`src/rtl/ls138_scan_ctrl_if.sv`:
```
// Control bundle between the scan controller and the 3-to-8 decoder it drives.
// The master side supplies en/mask; the slave (controller) drives the decoder pins.
interface ls138_scan_ctrl_if;
  logic       en;
  logic [7:0] mask;
  logic       C;
  logic       B;
  logic       A;
  logic       G;
  logic       G2A;
  logic       G2B;
  logic [2:0] digit_idx;
  logic       digit_strobe;

  modport master (
    output en, mask,
    input  C, B, A, G, G2A, G2B, digit_idx, digit_strobe
  );

  modport slave (
    input  en, mask,
    output C, B, A, G, G2A, G2B, digit_idx, digit_strobe
  );
endinterface

```
`src/rtl/ls138_scan_ctrl.sv`:
```
// Scan controller for a 3-to-8 decoder: steps through the masked lines, holding each
// for DWELL_CYC cycles, with a BLANK_CYC-cycle decoder-disabled gap before every line.
//
// state   | meaning
// --------+----------------------------------------------------------
// S_IDLE  | decoder blanked, address held, waiting for en and mask!=0
// S_BLANK | decoder blanked, new address settling
// S_DWELL | decoder active on the current line
module ls138_scan_ctrl #(
  parameter int DWELL_CYC = 50000,
  parameter int BLANK_CYC = 16
) (
  input  logic                clk,
  input  logic                rst_n,
  ls138_scan_ctrl_if.slave    bus
);

  localparam int CNT_MAX = (DWELL_CYC > BLANK_CYC) ? DWELL_CYC : BLANK_CYC;
  localparam int CW      = (CNT_MAX < 2) ? 1 : $clog2(CNT_MAX);
  localparam logic [CW-1:0] DWELL_TC = CW'(DWELL_CYC - 1);
  localparam logic [CW-1:0] BLANK_TC = CW'(BLANK_CYC - 1);

  typedef enum logic [1:0] {
    S_IDLE  = 2'd0,
    S_BLANK = 2'd1,
    S_DWELL = 2'd2
  } state_t;

  state_t        state_q, state_d;
  logic [CW-1:0] cnt_q, cnt_d;
  logic [2:0]    addr_q, addr_d;
  logic          act_q, act_d;
  logic          dis_q, dis_d;
  logic          strobe_q, strobe_d;

  function automatic logic [2:0] first_line(input logic [7:0] m);
    logic [2:0] r;
    r = 3'd0;
    for (int i = 7; i >= 0; i--) begin
      if (m[i]) r = 3'(i);
    end
    return r;
  endfunction

  // Scanning offsets downward lets the nearest set bit above p win; offset 8 wraps to p.
  function automatic logic [2:0] next_line(input logic [2:0] p, input logic [7:0] m);
    logic [2:0] r;
    logic [2:0] c;
    r = p;
    for (int i = 8; i >= 1; i--) begin
      c = p + 3'(i);
      if (m[c]) r = c;
    end
    return r;
  endfunction

  always_comb begin
    state_d = state_q;
    cnt_d   = cnt_q + 1'b1;
    addr_d  = addr_q;
    case (state_q)
      S_IDLE: begin
        cnt_d = '0;
        if (bus.en && (bus.mask != 8'h00)) begin
          state_d = S_BLANK;
          addr_d  = first_line(bus.mask);
        end
      end
      S_BLANK: begin
        if (!bus.en)                state_d = S_IDLE;
        else if (cnt_q == BLANK_TC) state_d = S_DWELL;
      end
      S_DWELL: begin
        if (!bus.en) begin
          state_d = S_IDLE;
        end else if (cnt_q == DWELL_TC) begin
          if (bus.mask != 8'h00) begin
            state_d = S_BLANK;
            addr_d  = next_line(addr_q, bus.mask);
          end else begin
            state_d = S_IDLE;
          end
        end
      end
      default: state_d = S_IDLE;
    endcase
    if (state_d != state_q) cnt_d = '0;
    act_d    = (state_d == S_DWELL);
    dis_d    = (state_d != S_DWELL);
    strobe_d = (state_d == S_DWELL) && (state_q != S_DWELL);
  end

  always_ff @(posedge clk or negedge rst_n) begin
    if (!rst_n) begin
      state_q  <= S_IDLE;
      cnt_q    <= '0;
      addr_q   <= 3'd0;
      act_q    <= 1'b0;
      dis_q    <= 1'b1;
      strobe_q <= 1'b0;
    end else begin
      state_q  <= state_d;
      cnt_q    <= cnt_d;
      addr_q   <= addr_d;
      act_q    <= act_d;
      dis_q    <= dis_d;
      strobe_q <= strobe_d;
    end
  end

  assign bus.C            = addr_q[2];
  assign bus.B            = addr_q[1];
  assign bus.A            = addr_q[0];
  assign bus.digit_idx    = addr_q;
  assign bus.G            = act_q;
  assign bus.G2A          = dis_q;
  assign bus.G2B          = dis_q;
  assign bus.digit_strobe = strobe_q;

endmodule
```
`src/flat_wrapper.sv`:
```
// flat-port wrapper written by rule: the top's interface ports become plain ports
module ls138_scan_ctrl_flat 
#(
  parameter int DWELL_CYC = 50000,
  parameter int BLANK_CYC = 16
)
  (clk, rst_n, bus_en, bus_mask, bus_C, bus_B, bus_A, bus_G, bus_G2A, bus_G2B, bus_digit_idx, bus_digit_strobe);
  ls138_scan_ctrl_if bus_i ();
  input  logic clk;
  input  logic rst_n;
  input wire logic [$bits(bus_i.en)-1:0] bus_en;
  input wire logic [$bits(bus_i.mask)-1:0] bus_mask;
  output wire logic [$bits(bus_i.C)-1:0] bus_C;
  output wire logic [$bits(bus_i.B)-1:0] bus_B;
  output wire logic [$bits(bus_i.A)-1:0] bus_A;
  output wire logic [$bits(bus_i.G)-1:0] bus_G;
  output wire logic [$bits(bus_i.G2A)-1:0] bus_G2A;
  output wire logic [$bits(bus_i.G2B)-1:0] bus_G2B;
  output wire logic [$bits(bus_i.digit_idx)-1:0] bus_digit_idx;
  output wire logic [$bits(bus_i.digit_strobe)-1:0] bus_digit_strobe;
  assign bus_i.en = bus_en;
  assign bus_i.mask = bus_mask;
  assign bus_C = bus_i.C;
  assign bus_B = bus_i.B;
  assign bus_A = bus_i.A;
  assign bus_G = bus_i.G;
  assign bus_G2A = bus_i.G2A;
  assign bus_G2B = bus_i.G2B;
  assign bus_digit_idx = bus_i.digit_idx;
  assign bus_digit_strobe = bus_i.digit_strobe;
  ls138_scan_ctrl #(.DWELL_CYC(DWELL_CYC), .BLANK_CYC(BLANK_CYC)) u_core (.clk(clk), .rst_n(rst_n), .bus(bus_i));
endmodule
```
`config.mk`:
```
export PLATFORM = sky130hd
export DESIGN_NAME = ls138_scan_ctrl_flat
export DESIGN_NICKNAME = d
export VERILOG_FILES = /design/src/rtl/ls138_scan_ctrl_if.sv /design/src/rtl/ls138_scan_ctrl.sv /design/src/flat_wrapper.sv
export SDC_FILE = /design/constraint.sdc
export NUM_CORES = 1
export LEC_CHECK = 0
export BUFFER_PORTS_ARGS = -buffer_cell sky130_fd_sc_hd__buf_2
export CAP_MARGIN = 15
export CORE_ASPECT_RATIO = 1.2
export CORE_MARGIN = 2
export CORE_UTILIZATION = 45
export DETAILED_ROUTE_END_ITERATION = 8
export HOLD_SLACK_MARGIN = 0.15
export PLACE_DENSITY = 0.72
export SKIP_CTS_REPAIR_TIMING = 1
export SLEW_MARGIN = 10
export SYNTH_ARGS = -nofsm -noshare
export SYNTH_HDL_FRONTEND = slang
export SYNTH_SLANG_ARGS = --single-unit
```
`constraint.sdc`:
```
create_clock -name clk -period 6.1 [get_ports clk]
set_input_delay 0.61 -clock clk [delete_from_list [all_inputs] [get_ports clk]]
set_output_delay 0.61 -clock clk [all_outputs]
set_load 0.02 [all_outputs]
```
==> results of run 1 <==
## kinds of logic after synthesis
kind of cell             Yosys count  share of synthesized area (%)
AO/OA/AOI/OAI                     39                           13.4
flip-flops                        24                           31.3
multiplexers                      20                           16.5
XOR/XNOR                          16                           7.67
adder cells (fa/ha/maj)            3                           1.95
buffers and inverters             25                           6.24
AND/OR/NAND/NOR                   90                           22.9
## per-layer routing
layer / vias to the layer above / track usage (%) / part of all wire [%]
li1: 798 / - / -
met1: 817 / 21.6 / 40
met2: 35 / 37.1 / 54
met3: 12 / 2.51 / 2.7
met4: 0 / 7.73 / 3.4
met5: - / 0 / 0
## power groups by stage
stage               sequential [W]  clock, W  combinational [W]
CTS                       0.000188  0.000141           0.000258
global route              0.000191  0.000149           0.000283
floorplan                 0.000179         0           0.000226
global placement          0.000192         0           0.000257
finish                    0.000188  0.000141           0.000260
detailed placement        0.000192         0           0.000257
## stage by stage
stage	area (um2)	hold slack (ns)
3_3_place_gp	2010	0.450
5_1_grt	2080	0.343
3_5_place_dp	2010	0.456
4_1_cts	2080	0.326
2_1_floorplan	1930	0.314
6_report	2080	0.301
## synthesized netlist by cell type, types with 2 or more instances
library cell and instances:
a211oi_1 3, a21boi_1 2, a21oi_1 7, a311oi_1 2
a31oi_1 4, a41oi_1 3, and2_1 6, and3_1 3
buf_2 3, buf_4 4, clkbuf_1 9, dfrtp_1 23
ha_1 3, inv_1 8, mux2_2 4, mux2i_1 7
mux4_2 8, nand2_1 17, nand2b_1 3, nand3_1 4
nand4_1 9, nor2_1 30, nor2b_1 3, nor3_1 7
nor4_1 3, o211ai_1 2, o21ai_0 4, o21ai_1 3
o22ai_1 2, o31ai_1 2, xnor2_1 8, xor2_1 7
## sequential cells by signal (all words and copies together), names as in the netlist
register                 flops
u_core.cnt_q                16
u_core.bus.digit_idx         3
u_core.state_q               2
u_core.bus.G                 1
u_core.bus.G2A               1
u_core.bus.digit_strobe      1
## worst max path at each step
| stage | start | to | cells past startpoint |
|---|---|---|---|
| 6_report | u_core.bus.digit_idx[0] | u_core.bus.digit_idx[0] | 9 |
| 5_1_grt | u_core.bus.digit_idx[0] | u_core.bus.digit_idx[0] | 9 |
| 4_1_cts | u_core.bus.digit_idx[0] | u_core.bus.digit_idx[0] | 9 |
| 3_5_place_dp | u_core.bus.digit_idx[0] | u_core.bus.digit_idx[0] | 9 |
| 3_3_place_gp | u_core.bus.digit_idx[0] | u_core.bus.digit_idx[0] | 9 |
| 2_1_floorplan | u_core.bus.digit_idx[1] | u_core.bus.digit_idx[1] | 12 |
## layout make-up
| class | count | share of cell area, % |
|---|---|---|
| flip-flops and latches | 24 | 29.0 |
| repair buffers | 20 | 4.82 |
| multi-input cells | 168 | 58.0 |
| well taps | 56 | 3.37 |
| clock buffers | 3 | 1.99 |
| inverters | 8 | 1.45 |
| clock inverters | 1 | 1.45 |
## worst reg2reg max path: stages (launching register included)
cell,delay (ns)
dfrtp_1,0.84
inv_1,0.19
ha_1,0.59
mux4_2,0.61
mux2i_1,0.30
nor2_1,0.07
a41oi_1,0.23
a211oi_1,0.12
o21ai_1,0.16
o211ai_1,0.10
==> metrics.md, run 1 <==
| Metric | Value |
|---|---|
| Most common cell after layout, fill and taps aside | nor2_1 |
| Max VDD drop | 136 uV |
| Mean post-synth cell area | between 8 and 9 um2 |
| Fin crit share | roughly 55% |
| Worst slack, placed | between 2 and 3 ns |
| Final Setup Violations | 0 |
| Seq cells post-synth | 24 |
| Maxcap violations | 0 |
| Cell breakdown of the critical path | inv_1 -> ha_1 -> mux4_2 -> mux2i_1 -> nor2_1 -> a41oi_1 -> a211oi_1 -> o21ai_1 -> o211ai_1 |
| H-tree depth | 1 |
| Fill count | 397 |
| Final Non-Filler Cells | 280 |
| Startpoint class of the critical path | flip-flop |
| Routed WL | roughly 4.3 mm |
| CP Class | flip-flop to flip-flop |
| Post-Syn Area | around 1900 um2 |
| Area Overhead vs Synth | 7.86% |
| CTS root buffer | clkbuf_8 |
| PortBufs | 20 |
| Die Ht | 75.7 um |
| Core Area | 4200 um2 |
| Antenna cells | 0 |
| Cell depth of the worst flop-to-flop path | 9 |
| Final hold vios | 0 |
| DRC viols | 0 |
| Max Freq | 0.300 GHz |
| Post-synthesis sequential area ratio | 31.3% |
| Worst slew pin tran | 0.753 ns |
| Num CTS Buffers | 3 |
| Post-synthesis cell count | roughly 220 |
| Overall power | 0.000589 W |
| Critical path data arrival time | 3.48 ns |
| Endpoint type of the worst setup path | flip-flop |
| Crit-path leading delay family | multiplexers |
| Unrepaired setup endpoints after global routing | no |
| WP data required | 6.24 ns |
| R2R Path End | u_core.bus.digit_idx[0] |
| Vias per cell | 5.94 |
| I/O pin count | 21 |
| Fin. max-slew vios | 0 |
| Buf/Inv on CP | 1 |
| Rows | 26 |
| Max-Slew Margin vs Limit | 49.8% |
| Leakage | around 0.84 nW |
| Setup ws final | ~2.8 ns |
| Clock share of power | 23.9% |
| EDFF count, synth | 0 |
| ANT nets after route | 0 |
| Initial core utilization | 45.9% |
| Share of the synthesized area in the top cell type | 29.9% |
| Reg2reg start | u_core.bus.digit_idx[0] |
| Area of the multi-input gates | 1200 um2 |
| Hpwl dp | 3.24 mm |
| Hold Crit Class | primary input to async pin |
| Status | finished clean |
| Final core utilization | 49.5% |
| Initial antenna violation count | 0 |
| DIE WIDTH | 63.7 um |
| Via count | 1,662 |
| NetSw | 0.000222 W |
| Sequential Area | between 600 and 700 um2 |
| Clock latency on the worst-skew pair | between 0.2 and 0.3 ns |
| Syn_nets | 231 |
| Worst path max stage delay | 0.84 ns |
| GR Overflow Total | 0 |
| Biggest area consumer among synthesized cells | dfrtp_1 |
| GPL Wtd Cong | 0.997 |
| Fin Clk Skew | 0.00930 ns |
| FFs w/ async S/R, synth | 100% |
| Ys Warns | 0 |
| Avg WL per Cell | approximately 15 um |
| Worst path slowest cell | dfrtp_1 |
| Sink Count | 24 |
| Nets | about 240 |
| Most frequent cells in the layout | nor2_1 (30), dfrtp_1 (23), buf_2 (20) |
| Pin count of the biggest net entering global routing | 25 |
| First-pass GRT wire length | 7.20 mm |
| CP max FO | 19 |
| Comb pwr share | 44.1% |
| DR iter-0 viols | between 100 and 150 |
| Cell variety after synth | 46 |
| Main synth FF type | dfrtp_1 |
| Pwr/cell area | 283 nW/um2 |
| Vias in the first global route | 1,553 |
| Layout cells sized above 1 | 17.9% |
| Minimum clock period | 3.34 ns |
| Pre-antenna DRT Iters | 4 |
| CTS Buffer Depth | 2 |
| Share of power burned in registers | 32.0% |
| Total GRT Usage | 19.2% |
| Sw Ratio | 37.7% |
| DIE AREA | approximately 4800 um2 |
| R2R setup slack | about 2.8 ns |
| Clock tree from TritonCTS | done |
| Setup TNS | 0 ns |
| Top post-synthesis cells by area | dfrtp_1 (30%), mux4_2 (9.4%), nor2_1 (5.8%) |
| Dpl cells | between 200 and 300 |
| Internal power | 0.000367 W |
| Clk slew on worst S/H paths | 0.09 ns |
No activity file was read; power rests on OpenSTA's default activity.
==> run 2: changes to the inputs <==
- ABC_AREA: default -> 1
- PLACE_DENSITY: 0.72 -> 0.74
- clock period: 6.1 -> 2.75 ns (I/O delays scaled with it)
==> run 2 against run 1 <==
Net effect:
- non-clock buffer count is 2 higher
- global-route usage is 1.4 points lower
- sequential power is 110% higher
- largest cell class unchanged
- largest power group unchanged
- cell count is 32% higher
- highest routed layer unchanged
==> metrics.md, run 2 <==
| Metric | Value |
|---|---|
| Status | finished clean |
| NetSw | 0.000607 W (+170%) |
| Ys Warns | 0 (unchanged) |
| Most frequent cell after synthesis | nand2_1 |
| CP max FO | 10 (-9) |
| Clk slew on worst S/H paths | 0.08 ns (about the same) |
| PortBufs | 20 (unchanged) |
| Share of the synthesized area in the top cell type | 28.2% (-1.7 points) |
| GR Overflow Total | 0 (unchanged) |
| Pwr/cell area | 592 nW/um2 (+110%) |
| Setup TNS | 0 ns (unchanged) |
| Nets | 329 (+38%) |
| Hpwl dp | 3.41 mm (+5.2%) |
| Initial core utilization | 47.3% (+1.4 points) |
| EDFF count, synth | 0 (unchanged) |
| Worst slew pin tran | 0.606 ns (-0.147 ns) |
| Clock share of power | 16.3% (-7.6 points) |
| Final hold vios | 0 (unchanged) |
| Final core utilization | 51.2% (+1.8 points) |
| Pre-antenna DRT Iters | 4 (unchanged) |
| Biggest area consumer among synthesized cells | dfrtp_1 |
| Area Overhead vs Synth | 8.45% |
| Post-synthesis cell count | 295 (+36%) |
| Critical path data arrival time | 2.39 ns (-1.09 ns) |
| Layout cells sized above 1 | 23.6% (+5.7 points) |
| Syn_nets | 309 (+34%) |
| Largest register FFs | 16 (unchanged) |
| First-pass GRT wire length | 7.37 mm (+2.4%) |
| Most frequent cells in the layout | nand2_1 (74), nand3_1 (35), inv_1 (34) |
| DR iter-0 viols | 119 (-17%) |
| Fin Clk Skew | 0.00324 ns (-0.00606 ns) |
| ANT nets after route | 0 (unchanged) |
| H-tree depth | 1 (unchanged) |
| CTS root buffer | clkbuf_8 |
| Startpoint class of the critical path | flip-flop |
| Share of power burned in registers | 30.4% (-1.6 points) |
| CP Class | flip-flop to flip-flop |
| Leakage | 1.11 nW (+33%) |
| Internal power | 0.000705 W (+92%) |
| Max VDD drop | 320 uV (+140%) |
| CP startpoint | u_core.bus.digit_idx[1] |
| Fill count | 434 (+9.3%) |
| Most common cell after layout, fill and taps aside | nand2_1 |
| Maxcap violations | 0 (unchanged) |
| Clock latency on the worst-skew pair | 0.26 ns (about the same) |
| Die Ht | 77.8 um (+2.9%) |
| Max-Slew Margin vs Limit | 59.4% (+9.6 points) |
| DIE WIDTH | 65.5 um (+2.8%) |
| Reg2reg start | u_core.bus.digit_idx[1] |
| Vias per cell | 4.98 (-16%) |
| Clock tree from TritonCTS | done |
| Sink Count | 24 (unchanged) |
| Max Freq | 0.449 GHz (+50%) |
| Pin count of the biggest net entering global routing | 25 (unchanged) |
| Sequential Area | 602 um2 (unchanged) |
| Hold Crit Class | primary input to flip-flop |
| Top post-synthesis cells by area | dfrtp_1 (28%), nand2_1 (14%), nand3_1 (8.6%) |
| Sw Ratio | 46.3% (+8.6 points) |
| Seq cells post-synth | 24 (unchanged) |
| Largest Register | u_core.cnt_q |
| Fin crit share | 81.0% (+26 points) |
| Cell variety after synth | 37 (-20%) |
| Hold_sp | bus_en |
| Vias in the first global route | 1,713 (+10%) |
| Initial antenna violation count | 0 (unchanged) |
| Endpoint type of the worst setup path | flip-flop |
| Rows | 26 (unchanged) |
| Total GRT Usage | 17.8% (-1.4 points) |
| Minimum clock period | 2.23 ns (-1.11 ns) |
| I/O pin count | 21 (unchanged) |
| Avg WL per Cell | 11.5 um (-25%) |
| Num CTS Buffers | 3 (unchanged) |
| GPL Wtd Cong | 0.905 (-9.3%) |
| Final Setup Violations | 0 (unchanged) |
| Overall power | 0.00131 W (+120%) |
| Routed WL | 4.24 mm (-1.1%) |
| DIE AREA | 5100 um2 (+5.8%) |
| Area of the multi-input gates | 1220 um2 (+1.1%) |
| WP data required | 2.91 ns (-3.33 ns) |
| Post-synthesis sequential area ratio | 29.4% (-1.8 points) |
| Unrepaired setup endpoints after global routing | no |
| Main synth FF type | dfrtp_1 |
| FFs w/ async S/R, synth | 100% (unchanged) |
| Via count | 1,842 (+11%) |
| Top post-synthesis cells by count | nand2_1 (74), nand3_1 (35), inv_1 (34), dfrtp_1 (23), nor2_1 (23) |
| DRC viols | 0 (unchanged) |
| Post-Syn Area | 2040 um2 (+6.2%) |
| Comb pwr share | 53.3% (+9.2 points) |
| Fin. max-slew vios | 0 (unchanged) |
| Mean post-synth cell area | 6.93 um2 (-22%) |
| Core Area | 4330 um2 (+3.1%) |
| Antenna cells | 0 (unchanged) |
| CTS Buffer Depth | 2 (unchanged) |
-- run 2: cell count changes after synthesis, sizes merged, moves of 4 or more --
cell | previous run | this run
mux4 | 8 | 0
nor2 | 30 | 40
xnor2 | 8 | 4
mux2 | 4 | 0
mux2i | 8 | 0
and2 | 6 | 1
nand2 | 17 | 82
inv | 8 | 43
nand4 | 9 | 2
nand3 | 4 | 41
clkbuf | 9 | 0
a21oi | 7 | 13
-- run 2: final timing paths --
path	end	slack, ns	cells after the start
worst max-delay path	u_core.bus.digit_idx[0]	0.52	12
worst min-delay path	u_core.bus.G	0.26	3
worst max register to register	u_core.bus.digit_idx[0]	0.52	12
worst min register to register	u_core.cnt_q[0]	0.47	1
max in group asynchronous	u_core.bus.G2A	1.87	2
min in group asynchronous	u_core.cnt_q[12]	0.52	2
-- run 2: kinds of logic (layout without fill, tap and decap cells) --
group / Yosys count / count (layout) / synth area share [%]
compound gates: 24 / 24 / 8.32
xor+xnor: 10 / 10 / 4.65
buf+inv: 51 / 70 / 11.0
fa+ha+maj: 3 / 3 / 1.84
flops: 24 / 24 / 29.4
simple gates: 183 / 183 / 44.7
-- run 2: final cells by class --
cell class / instances / area share, %
Timing Repair Buffer: 22 / 5.30
Sequential cell: 24 / 27.1
Tap cell: 56 / 3.16
Inverter: 44 / 7.45
Clock buffer: 4 / 2.03
Multi-Input combinational cell: 220 / 54.9
-- run 2: per-stage QoR --
step | hold slack, ns | setup slack, ns | std cells | area (um2)
4_1_cts | -0.00130 | 0.549 | 369 | 2210
6_report | 0.262 | 0.521 | 370 | 2220
5_1_grt | 0.288 | 0.256 | 370 | 2220
2_1_floorplan | -0.0206 | 0.682 | 295 | 2040
3_3_place_gp | 0.281 | 0.587 | 365 | 2160
3_5_place_dp | 0.288 | 0.571 | 365 | 2160
-- run 2: power by group through the flow --
stage                     registers [W]  logic, W  clock network [W]
final                          0.000399  0.000699           0.000214
after global routing           0.000404  0.000797           0.000231
after CTS                      0.000399  0.000693           0.000217
after detailed placement       0.000406  0.000691                  0
after global placement         0.000406  0.000690                  0
after floorplan                0.000408  0.000565                  0
-- run 2: worst max-delay path, stage by stage, from the launching register on --
cell	delay, ns
dfrtp_1	0.54
inv_2	0.12
ha_1	0.39
inv_2	0.14
nand3_1	0.11
nand3_1	0.15
nand2_1	0.10
o21ai_1	0.15
nand2_1	0.08
a21oi_1	0.18
nor2_1	0.06
nand2_1	0.06
nand2_1	0.05
-- run 2: routing by layer --
metal	share of wire, %	vias up	routed length [um]	track usage, %
met5	0	-	0	0
met3	1.9	14	80	1.45
li1	-	976	-	-
met2	51	31	2170	32.2
met4	2.5	0	106	5.21
met1	45	821	1890	22.1
==> run 3: changes to the inputs <==
- clock period: 2.75 -> 1.85 ns (I/O delays scaled with it)
==> run 3 against run 2 <==
Net effect:
- the run now ends with negative setup slack left
- global-route usage grew 1.3 points
- cell area grew 20%
- clock power grew 110%
- first-iteration DRC count grew 17%
- combinational power grew 130%
- worst setup slack lost 0.54 ns
- fmax grew 19%
- power grew 100%
- core utilization grew 10 points
- sequential cell count is the same
- sequential share of layout area shrank 4.5 points
==> metrics.md, run 3 (same netlist as run 2, synthesis figures left out) <==
| Metric | Value |
|---|---|
| Pwr/cell area | 990 nW/um2 (+67%) |
| Status | finished, violations left |
| Vias in the first global route | 1,822 (+6.4%) |
| Antenna cells | 0 (unchanged) |
| Critical path data arrival time | 2.03 ns (-0.36 ns) |
| Cell breakdown of the critical path | inv_2 -> ha_4 -> inv_6 -> nand3_4 -> nand3_2 -> nand2_2 -> inv_2 -> nand2_2 -> nor2_4 -> nand2_2 -> nand2_2 -> o21ai_1 -> nand2_1 |
| Final hold vios | 0 (unchanged) |
| Vias per cell | 5.24 (+5.3%) |
| Fill count | 366 (-16%) |
| Unrepaired setup endpoints after global routing | yes |
| Clock latency on the worst-skew pair | 0.26 ns (about the same) |
| CTS Buffer Depth | 2 (unchanged) |
| Worst path slowest cell | dfrtp_2 |
| Most frequent CP cell | nand2_2 |
| Worst path max stage delay | 0.43 ns (-0.11 ns) |
| Hpwl dp | 3.57 mm (+4.7%) |
| Layout cells sized above 1 | 40.6% (+17 points) |
| GPL Wtd Cong | 0.906 (+0.14%) |
| I/O pin count | 21 (unchanged) |
| PortBufs | 20 (unchanged) |
| H-tree depth | 1 (unchanged) |
| Hold Crit Class | primary input to flip-flop |
| Nets | 345 (+4.9%) |
| Minimum clock period | 1.87 ns (-0.363 ns) |
| Pin count of the biggest net entering global routing | 25 (unchanged) |
| Worst slack, placed | -0.0183 ns (-0.589 ns) |
| GR Overflow Total | 0 (unchanged) |
| Die Ht | 77.8 um (unchanged) |
| Most frequent cells in the layout | nand2_1 (65), inv_1 (31), dfrtp_1 (21) |
| Maxcap violations | 0 (unchanged) |
| Clk slew on worst S/H paths | 0.09 ns (about the same) |
| CTS root buffer | clkbuf_8 |
| Core Area | 4330 um2 (unchanged) |
| Total GRT Usage | 19.1% (+1.3 points) |
| Placed instance area | 2250 um2 (+3.9%) |
| DIE AREA | 5100 um2 (unchanged) |
| DR iter-0 viols | 139 (+17%) |
| Final instance area | 2670 um2 (+20%) |
| GR Util met1 | 21.4% (-0.71 points) |
| Startpoint class of the critical path | flip-flop |
| Max VDD drop | 531 uV (+66%) |
| Met2 GRT Util | 38.1% (+5.8 points) |
| First-pass GRT wire length | 7.78 mm (+5.5%) |
| Routed WL | 5.33 mm (+26%) |
| Initial core utilization | 47.3% (unchanged) |
| Pre-antenna DRT Iters | 4 (unchanged) |
| Avg WL per Cell | 13.8 um (+21%) |
| CP max FO | 6 (-4) |
| Fin Clk Skew | 0.00636 ns (+0.00312 ns) |
| Largest Register | u_core.cnt_q |
| DIE WIDTH | 65.5 um (unchanged) |
| Failing checks | negative setup slack |
| CP Class | flip-flop to flip-flop |
| GRT Max-Usage Layer | met2 |
| Initial antenna violation count | 0 (unchanged) |
| Worst hold slack | 0.171 ns (-0.0911 ns) |
| Setup ws final | -0.0154 ns (-0.537 ns) |
| Num CTS Buffers | 3 (unchanged) |
| Area Overhead vs Synth | 30.5% |
| Most common cell after layout, fill and taps aside | nand2_1 |
| Clock tree from TritonCTS | done |
| Max Freq | 0.536 GHz (+19%) |
| Final Setup Violations | 2 (+2) |
| Rows | 26 (unchanged) |
| WP data required | 2.01 ns (-0.90 ns) |
| Overall power | 0.00264 W (+100%) |
| Fin. max-slew vios | 0 (unchanged) |
| Max-Slew Margin vs Limit | 63.9% (+4.5 points) |
| DRC viols | 0 (unchanged) |
| Leakage | 1.27 nW (+15%) |
| Via count | 2,023 (+9.8%) |
| Worst slew pin tran | 0.541 ns (-0.0652 ns) |
| Grt met3 use | 1.45% (unchanged) |
| ANT nets after route | 0 (unchanged) |
| Largest register FFs | 16 (unchanged) |
| Sink Count | 24 (unchanged) |
| Endpoint type of the worst setup path | flip-flop |
| Fin crit share | 101% (+20 points) |
| Setup TNS | -0.0207 ns (-0.0207 ns) |
-- run 3: cell count changes in the layout (fill, tap and decap cells not counted), sizes merged --
cell / before / now
clkbuf: 4 / 3
buf: 21 / 37
bufinv: 0 / 1
-- run 3: worst max-delay path: cells and delay by family, from the launching register on --
kind | cells | cell delay, ns
compound gates | 1 | 0.14
fa+ha+maj | 1 | 0.34
simple gates | 8 | 0.66
buf+inv | 3 | 0.18
flops | 1 | 0.43
-- run 3: area by class of cell --
cell class                 instances  area (um2)  share of cell area (%)
multi-input combinational        220        1480                    55.4
sequential                        24         604                    22.6
timing repair buffer              38         274                    10.3
inverter                          44         170                    6.38
tap                               56        70.1                    2.63
clock buffer                       3        41.3                    1.55
clock inverter                     1        30.0                    1.13
-- run 3: final timing paths --
path / from / to / slack, ns / cells past startpoint
min in group asynchronous: rst_n / u_core.cnt_q[11] / 0.43 / 2
setup / recovery: u_core.bus.digit_idx[0] / u_core.bus.digit_idx[0] / -0.02 / 13
setup reg to reg: u_core.bus.digit_idx[0] / u_core.bus.digit_idx[0] / -0.02 / 13
hold / removal: bus_en / u_core.bus.G / 0.17 / 3
hold reg to reg: u_core.cnt_q[0] / u_core.cnt_q[0] / 0.60 / 2
max in group asynchronous: rst_n / u_core.bus.digit_idx[1] / 1.03 / 2
-- run 3: power breakdown --
| group | switching [W] | internal, W | leakage (nW) | total, W |
|---|---|---|---|---|
| sequential | 0.0000309 | 0.000551 | 0.321 | 0.000582 |
| combinational | 0.000974 | 0.000631 | 0.917 | 0.00161 |
| clock | 0.000165 | 0.000289 | 0.0357 | 0.000454 |
-- run 3: through the flow --
step	util, %	cells
CTS	53.6	375
floorplan	-	295
detailed placement	51.9	371
finish	61.7	386
global placement	51.9	371
global route	61.7	386
-- run 3: metal layers --
layer,part of all wire (%),wire length (um)
met1,38,2040
met2,59,3140
met3,1.5,82
met4,1.3,68
met5,0,0
